## config.mk

```make
export PLATFORM = sky130hd
export DESIGN_NAME = branch_predictor
export DESIGN_NICKNAME = d
export VERILOG_FILES = /design/src/rtl/branch_predictor.sv
export SDC_FILE = /design/constraint.sdc
export NUM_CORES = 1
export LEC_CHECK = 0
export ABC_AREA = 0
export CORE_MARGIN = 1.5
export CORE_UTILIZATION = 45
export DETAILED_ROUTE_END_ITERATION = 10
export GPL_TIMING_DRIVEN = 0
export PLACE_DENSITY = 0.77
export SETUP_SLACK_MARGIN = 0.02
export SKIP_LAST_GASP = 1
export SYNTH_ARGS = -nofsm -noshare
export SYNTH_HDL_FRONTEND = slang
export SYNTH_SLANG_ARGS = --single-unit
```

## constraint.sdc

```tcl
create_clock -name clk -period 4.4 [get_ports clk]
set_clock_uncertainty 0.2 [all_clocks]
set_input_delay 0.66 -clock clk [delete_from_list [all_inputs] [get_ports clk]]
set_output_delay 0.66 -clock clk [all_outputs]
set_load 0.005 [all_outputs]
```

## src/rtl/branch_predictor.sv

```systemverilog
// branch_predictor
//   Dynamic branch predictor for the 5-stage MIPS pipeline. This module holds
//   a table of 2-bit saturating counters, indexed by pc[BHT_INDEX_BITS+1:2],
//   with no tags. It has three jobs:
//     - In ID it predicts combinationally from the registered table.
//     - In EX it resolves the branch and raises the flush/redirect.
//     - On each clock edge it trains the counter of the EX branch and
//       updates the statistics.
//
//   Ports:
//     clk, reset         clock; synchronous active-high reset
//     id_pc              PC of the instruction in ID
//     id_branch          ID instruction is a conditional branch
//     id_branch_target   branch target computed in ID
//     id_prediction      predicted taken (to the ID/EX latch)
//     id_target          target forwarded to the ID/EX latch
//     ex_branch          EX holds a valid branch
//     ex_pc              PC of the EX branch
//     ex_taken           actual branch outcome
//     ex_prediction      prediction carried through ID/EX
//     ex_target          target carried through ID/EX
//     mispredict         flush request for IF/ID and ID/EX
//     redirect_pc        correct next PC while mispredict=1, else 0
//     branch_count       resolved branches since reset
//     mispredict_count   mispredictions since reset
module branch_predictor #(
    parameter int unsigned BHT_INDEX_BITS = 6,
    parameter logic [1:0]  COUNTER_RESET  = 2'b01
) (
    input  logic        clk,
    input  logic        reset,
    input  logic [31:0] id_pc,
    input  logic        id_branch,
    input  logic [31:0] id_branch_target,
    output logic        id_prediction,
    output logic [31:0] id_target,
    input  logic        ex_branch,
    input  logic [31:0] ex_pc,
    input  logic        ex_taken,
    input  logic        ex_prediction,
    input  logic [31:0] ex_target,
    output logic        mispredict,
    output logic [31:0] redirect_pc,
    output logic [31:0] branch_count,
    output logic [31:0] mispredict_count
);

    localparam int unsigned ENTRIES = 1 << BHT_INDEX_BITS;

    logic [1:0] bht [ENTRIES];

    logic [BHT_INDEX_BITS-1:0] id_idx;
    logic [BHT_INDEX_BITS-1:0] ex_idx;

    assign id_idx = id_pc[BHT_INDEX_BITS+1:2];
    assign ex_idx = ex_pc[BHT_INDEX_BITS+1:2];

    // PC bits outside the index never reach the table (no tags).
    logic unused_pc_bits;
    assign unused_pc_bits = ^{id_pc[31:BHT_INDEX_BITS+2], id_pc[1:0],
                              ex_pc[31:BHT_INDEX_BITS+2], ex_pc[1:0]};

    // Prediction reads the registered table. An EX update to the same index
    // in this cycle is not bypassed.
    always_comb begin
        id_prediction = id_branch & bht[id_idx][1];
        // The target is forwarded for every branch so that a not-taken
        // prediction that resolves taken still has its target in the latch.
        id_target     = id_branch ? id_branch_target : '0;
    end

    always_comb begin
        mispredict  = ex_branch & (ex_taken != ex_prediction);
        redirect_pc = '0;
        if (mispredict) begin
            redirect_pc = ex_taken ? ex_target : (ex_pc + 32'd4);
        end
    end

    always_ff @(posedge clk) begin
        if (reset) begin
            for (int unsigned i = 0; i < ENTRIES; i++) begin
                bht[i] <= COUNTER_RESET;
            end
            branch_count     <= '0;
            mispredict_count <= '0;
        end else if (ex_branch) begin
            if (ex_taken) begin
                if (bht[ex_idx] != 2'b11) bht[ex_idx] <= bht[ex_idx] + 2'd1;
            end else begin
                if (bht[ex_idx] != 2'b00) bht[ex_idx] <= bht[ex_idx] - 2'd1;
            end
            branch_count <= branch_count + 32'd1;
            if (mispredict) begin
                mispredict_count <= mispredict_count + 32'd1;
            end
        end
    end

endmodule

```

# [After elaboration in Yosys (flattened, before gate mapping)]
# Memory sizes are Yosys's and may differ from the RTL's.
# Cells that the tools add are included.
[word_totals] register_bits=64 mem_bits_rw=128 output_inout_bits=130 word_cells=35 mem_count=1
[op_classes] add_sub_neg=5 n_eq_ne=2 n_mux=19 bitwise=3 n_reduce_logical=3
[mem_list] memory="bht" words=64 word_bits=2 rd=2 rd_clocked_by_memory_dff=0 write_ports=64 line="50" text="logic [1:0] bht [ENTRIES];"
[op_table] operator="32-bit two-way mux" n=3
[op_table] operator="32-bit by 1-bit adder with 32-bit output (second input constant)" n=2
[op_table] operator="32-bit by 3-bit adder with 32-bit output (second input constant)" n=1
[op_table] operator="1-bit two-way mux" n=13
[op_table] operator="6-bit two-way mux" n=1
[op_table] operator="2-bit two-way mux" n=2
[op_table] operator="2-bit by 1-bit adder with 2-bit output (second input constant)" n=1
[op_table] operator="1-bit AND" n=2
[op_table] operator="2-bit != test (second input constant)" n=1
[op_table] operator="2-bit AND reduction" n=1
[op_table] operator="2-bit nonzero test" n=1
[op_table] operator="2-bit OR reduction" n=1
[op_table] operator="2-bit by 1-bit subtractor with 2-bit output (second input constant)" n=1
[op_table] operator="1-bit != test" n=1
[op_table] operator="1-bit OR" n=1

# [Logic depth before layout (Yosys ltp)]
# Gate-level depths: netlist of the first run.
# An unclocked memory read counts as a cell.
[logic_depth] ltp_word=10 ltp_mapped=12 depth_no_buf=8

# [Worst setup path before layout of the first run]
# OpenSTA, ideal clock, no wires.
[synth_timing] kind="input to output" from="input port id_pc[2]" to="output port id_prediction" arrival_ns=3.051 required_ns=3.540 slack_ns=0.489 cell_stages=6 path_cell_list="buf_2 > buf_1 > mux4_2 > mux4_2 > mux4_2 > and2_1"
[synth_via] elab_chain_len=2
[synth_rtl] item="from (decl)" line="32" text="input logic [31:0] id_pc,"
[synth_rtl] item="memory read 64 x 2 bit"
[synth_rtl] item="1-bit AND" line="66" text="id_prediction = id_branch & bht[id_idx][1];"
[synth_rtl] item="to (decl)" line="35" text="output logic id_prediction,"
# No other way between the ends.

# [Worst setup path after layout of the first run]
[layout_timing] from="input port ex_pc[5]" to="output port redirect_pc[30]"
[layout_via] elab_chain_len=3
[layout_rtl] item="from (decl)" line="38" text="input logic [31:0] ex_pc,"
[layout_rtl] item="32-bit by 3-bit adder with 32-bit output" line="76" text="redirect_pc = ex_taken ? ex_target : (ex_pc + 32'd4);"
[layout_rtl] item="32-bit two-way mux" line="76"
[layout_rtl] item="32-bit two-way mux" line="75" text="if (mispredict) begin"
[layout_rtl] item="to (decl)" line="43" text="output logic [31:0] redirect_pc,"
# No other way between the ends.

==> impl_results.md, run 1 <==
- Wire length of the first global-routing pass: a little under 60000 um
- Count of final setup violators: 0
- Sinks on the clock net: around 190
- Row count: between 50 and 60
- Cell type with the largest total area after synthesis: sky130_fd_sc_hd__edfxtp_1
- Starting utilization of the core area: 0.4548
- Hold crit path type: reg -> reg
- Number of flip-flops and latches in the synthesized netlist: ~190
- Critical path startpoint: ex_pc[5]
- Critical R2R Launch: bht[63][1]
- CTS root buffer: sky130_fd_sc_hd__clkbuf_16
- CP endpoint kind: primary output
- Total die area: approximately 0.027 mm2
- DR WL/cell: approximately 22 um
- Remaining antenna violation count after routing: 0
- Global placer's final weighted congestion: roughly 1
- Setup Crit Path Kind: in -> out
- Power consumption: between 4 and 5 mW
- Synth unique cells: between 50 and 60
- Hold violation count in the final report: 0
- GR Overflow Total: 0
- Final max-slew violation count: 0
- Ratio of cells with drive above 1 in the final layout: 0.1424
- Async SR Flop Fraction: 0
- CP Cell Sequence: clkdlybuf4s50_1 > buf_4 > and3_1 > nand3_1 > nor3_4 > nand3_2 > or3_1 > a21o_1 > a21oi_1 > clkdlybuf4s50_1
- Number of fill cells: 2186
- Total power density per cell area: ~290 mW/mm2
- Maximum number of pins on one net before global-route repair: 23
- Width of the die: approximately 160 um
- Diode count: 0
- Cts-stage hold buffer count: 0
- Status: finished clean
- Setup slack on the worst flop-to-flop path: 0.83 ns
- Final period utilization: 0.9761
- Worst-path maximum fanout: 10
- Hold WS: 0.3007 ns
- Number of buffers added by the clock tree synthesis step: 17
- Post-layout min period: ~4.3 ns
- Fin util: 0.5884
- Post-CTS clock slew at the launch and capture registers of the worst setup and hold paths: approximately 0.08 ns
- Layout net count: 1585
- Drt total wl: slightly below 40000 um
- Dominant synthesized flop cell: sky130_fd_sc_hd__edfxtp_1
- Number of cells on the critical path: 10
- Top achievable clock speed: between 200 and 250 MHz
- Setup repair after global routing missed its margin: no
- Synth-to-Final Area Change: 29.37%
- Top library cells by usage in the layout, fill and taps aside: sky130_fd_sc_hd__clkdlybuf4s50_1 (232), sky130_fd_sc_hd__nand2_1 (179), sky130_fd_sc_hd__nor2_1 (171), sky130_fd_sc_hd__edfxtp_1 (128)
- Post-Syn Nets: 1334
- GRT Total Usage: 0.2905
- Total leakage power: approximately 5.1 nW
- Cell types occupying the most area after synthesis: sky130_fd_sc_hd__edfxtp_1 (33%), sky130_fd_sc_hd__dfxtp_1 (11%), sky130_fd_sc_hd__mux4_2 (8.2%), sky130_fd_sc_hd__nand2_1 (5.7%), sky130_fd_sc_hd__nor2_1 (5.5%)
- Gate family responsible for the most delay along the worst path: buffers and inverters
- HPWL after DPL: between 20000 and 30000 um
- Boundary pin count: between 200 and 300
- Buffer depth of the longest clock path: 2
- Clock insertion delay at the later pin of the skew report: ~0.45 ns
- Crit-path most repeated cell: sky130_fd_sc_hd__clkdlybuf4s50_1
- Post-Syn Area: approximately 0.012 mm2
- Proportion of netlist area held by the largest area contributor: 0.3261
- Placement Setup Slack: -1.017 ns
- Maximum level of the CTS H-tree: 4
- Via count normalized by instance count: between 6 and 7
- Core Area: between 0.02 and 0.03 mm2
- Actual transition at the worst max-transition pin: roughly 0.90 ns
- Delay of the slowest cell on the worst path: about 0.55 ns
- Proportion of synthesized chip area in sequential cells: 0.4349
- Count of routing violations after the opening detailed-route iteration: 1253
- DRC violation count after routing: 0
- Required time reported for the critical path endpoint: 3.54 ns
- CTS tree: yes
- Last element of the critical path: redirect_pc[30]
- Via count of the first global-routing pass: around 10000
- Count of buffering cells on the critical path with inverters included: 3
- Vias post-DR: approximately 11000
- Critical register-to-register path endpoint: bht[34][0]
- Total of max-cap violations: 0
- IO Port Bufs: 234
- Mapped Avg Cell Area: slightly below 10 um2
- Number of warning messages in the yosys log: 0
- VDD IR-drop max: 0.0002329 V
- Data arrival, critical path: between 3 and 4 ns
- Worst slew slack as a fraction of its limit: 0.3997
- Final worst setup slack: about 0.11 ns
- Initial antenna violation count: 0
- Pre-Repair DR Iteration Count: 6
- Vertical die dimension: 164.8 um
- Number of cells produced by synthesis: about 1200
- Critical Path Slowest Stage Cell: sky130_fd_sc_hd__clkdlybuf4s50_1
- Number of enable flip-flop cells after synthesis: between 100 and 150
- Most common cell after layout, fill and taps aside: sky130_fd_sc_hd__clkdlybuf4s50_1
- Critical Path Source Type: input pin
- Cells on worst reg2reg path: 8
how the worst min path moves through the flow:
| stage | from | endpoint | cells past startpoint |
|---|---|---|---|
| floorplan | mispredict_count[1] | mispredict_count[1] | 2 |
| global placement | mispredict_count[1] | mispredict_count[1] | 2 |
| finish | mispredict_count[1] | mispredict_count[1] | 2 |
| global route | mispredict_count[15] | mispredict_count[15] | 2 |
| detailed placement | mispredict_count[1] | mispredict_count[1] | 2 |
| CTS | mispredict_count[1] | mispredict_count[1] | 2 |
per-stage QoR:
step | instances | TNS (ns) | area, um2
floorplan | 1197 | 0 | 11790
global placement | 1766 | -52.35 | 14550
detailed placement | 1766 | -57.53 | 14550
CTS | 1796 | 0 | 15230
global route | 1796 | 0 | 15250
finish | 1796 | 0 | 15250
synthesized netlist by cell type (2+ instances only):
cell type,count
sky130_fd_sc_hd__mux4_2,43
sky130_fd_sc_hd__xnor2_1,35
sky130_fd_sc_hd__buf_6,8
sky130_fd_sc_hd__a21oi_1,39
sky130_fd_sc_hd__nor2_1,172
sky130_fd_sc_hd__a21o_1,6
sky130_fd_sc_hd__nand3b_1,9
sky130_fd_sc_hd__buf_2,35
sky130_fd_sc_hd__nand4_1,19
sky130_fd_sc_hd__nor2b_1,4
sky130_fd_sc_hd__a211o_1,4
sky130_fd_sc_hd__xor2_1,42
sky130_fd_sc_hd__and4_1,10
sky130_fd_sc_hd__mux2_2,6
sky130_fd_sc_hd__nand2_1,179
sky130_fd_sc_hd__edfxtp_1,128
sky130_fd_sc_hd__a41o_1,64
sky130_fd_sc_hd__dfxtp_1,64
sky130_fd_sc_hd__a32oi_1,4
sky130_fd_sc_hd__or3_1,16
sky130_fd_sc_hd__buf_1,10
sky130_fd_sc_hd__a31oi_1,4
sky130_fd_sc_hd__inv_1,9
sky130_fd_sc_hd__ha_1,3
sky130_fd_sc_hd__o22ai_1,3
sky130_fd_sc_hd__mux2i_1,21
sky130_fd_sc_hd__and3_1,23
sky130_fd_sc_hd__or3b_2,2
sky130_fd_sc_hd__o211a_1,4
sky130_fd_sc_hd__o21ai_0,15
sky130_fd_sc_hd__nor3b_1,2
sky130_fd_sc_hd__clkbuf_1,51
sky130_fd_sc_hd__a21oi_2,60
sky130_fd_sc_hd__nor3_1,10
sky130_fd_sc_hd__nand2b_1,11
sky130_fd_sc_hd__a22oi_1,3
sky130_fd_sc_hd__and3b_1,2
sky130_fd_sc_hd__nand3_1,27
sky130_fd_sc_hd__and2_1,35
sky130_fd_sc_hd__a211oi_2,2
worst register-to-register path, cell delays in order (launching register included):
cell,delay (ns)
sky130_fd_sc_hd__edfxtp_1,0.44
sky130_fd_sc_hd__mux4_2,0.52
sky130_fd_sc_hd__a221oi_1,0.33
sky130_fd_sc_hd__nor2_1,0.14
sky130_fd_sc_hd__nor4_2,0.36
sky130_fd_sc_hd__a21boi_1,0.19
sky130_fd_sc_hd__nand2_1,0.40
sky130_fd_sc_hd__buf_2,0.41
sky130_fd_sc_hd__a41o_1,0.29
flip-flops by register name (all words and copies together) (netlist names):
| signal | cells |
|---|---|
| bht | 128 |
| mispredict_count | 32 |
| branch_count | 32 |
cell families after synthesis:
kind of cell / count (synthesis) / share of synthesized area
adder cells (fa/ha/maj): 3 / 0.003185
buffers and inverters: 116 / 0.04608
flip-flops: 192 / 0.4349
XOR/XNOR: 77 / 0.05722
AO/OA/AOI/OAI: 214 / 0.1477
AND/OR/NAND/NOR: 525 / 0.2052
multiplexers: 70 / 0.1057
cell type report:
type                    instances  area (um2)  share of cell area
plain buffers                 102       525.5             0.03447
flip-flops and latches        192        5125              0.3362
clock inverters                15       211.5             0.01387
repair buffers                235        2344              0.1537
clock buffers                  17       425.4             0.02790
inverters                      11       41.29            0.002708
multi-input cells             889        6155              0.4037
well taps                     335       419.2             0.02749
what timing repair did:
| action | 4_1_cts | 5_1_grt |
|---|---|---|
| pin swaps | 1 | 1 |
| setup endpoints to repair | 19 | 11 |
| gates resized for setup | 21 | 14 |
| setup buffers | 0 | 1 |
power by group:
part / switching (mW) / internal, mW / total (mW)
clock: 0.861 / 0.793 / 1.65
combinational: 0.444 / 0.329 / 0.772
sequential: 0.0260 / 1.94 / 1.97
total: 1.33 / 3.07 / 4.40
metal layers:
metal	track usage	vias to the layer above	routed length (um)
li1	-	4878	-
met2	0.4517	748	18040
met4	0.1466	0	1883
met3	0.07911	149	5060
met5	0	-	0
met1	0.3716	5219	14790
No activity file was read; power rests on OpenSTA's default activity.
==> run 2: changes to the inputs <==
- CTS_CLUSTER_SIZE: default -> 12
- SLEW_MARGIN: default -> 20
==> results of run 2 <==
Final layout, timing and power as in run 1 (identical DEF).
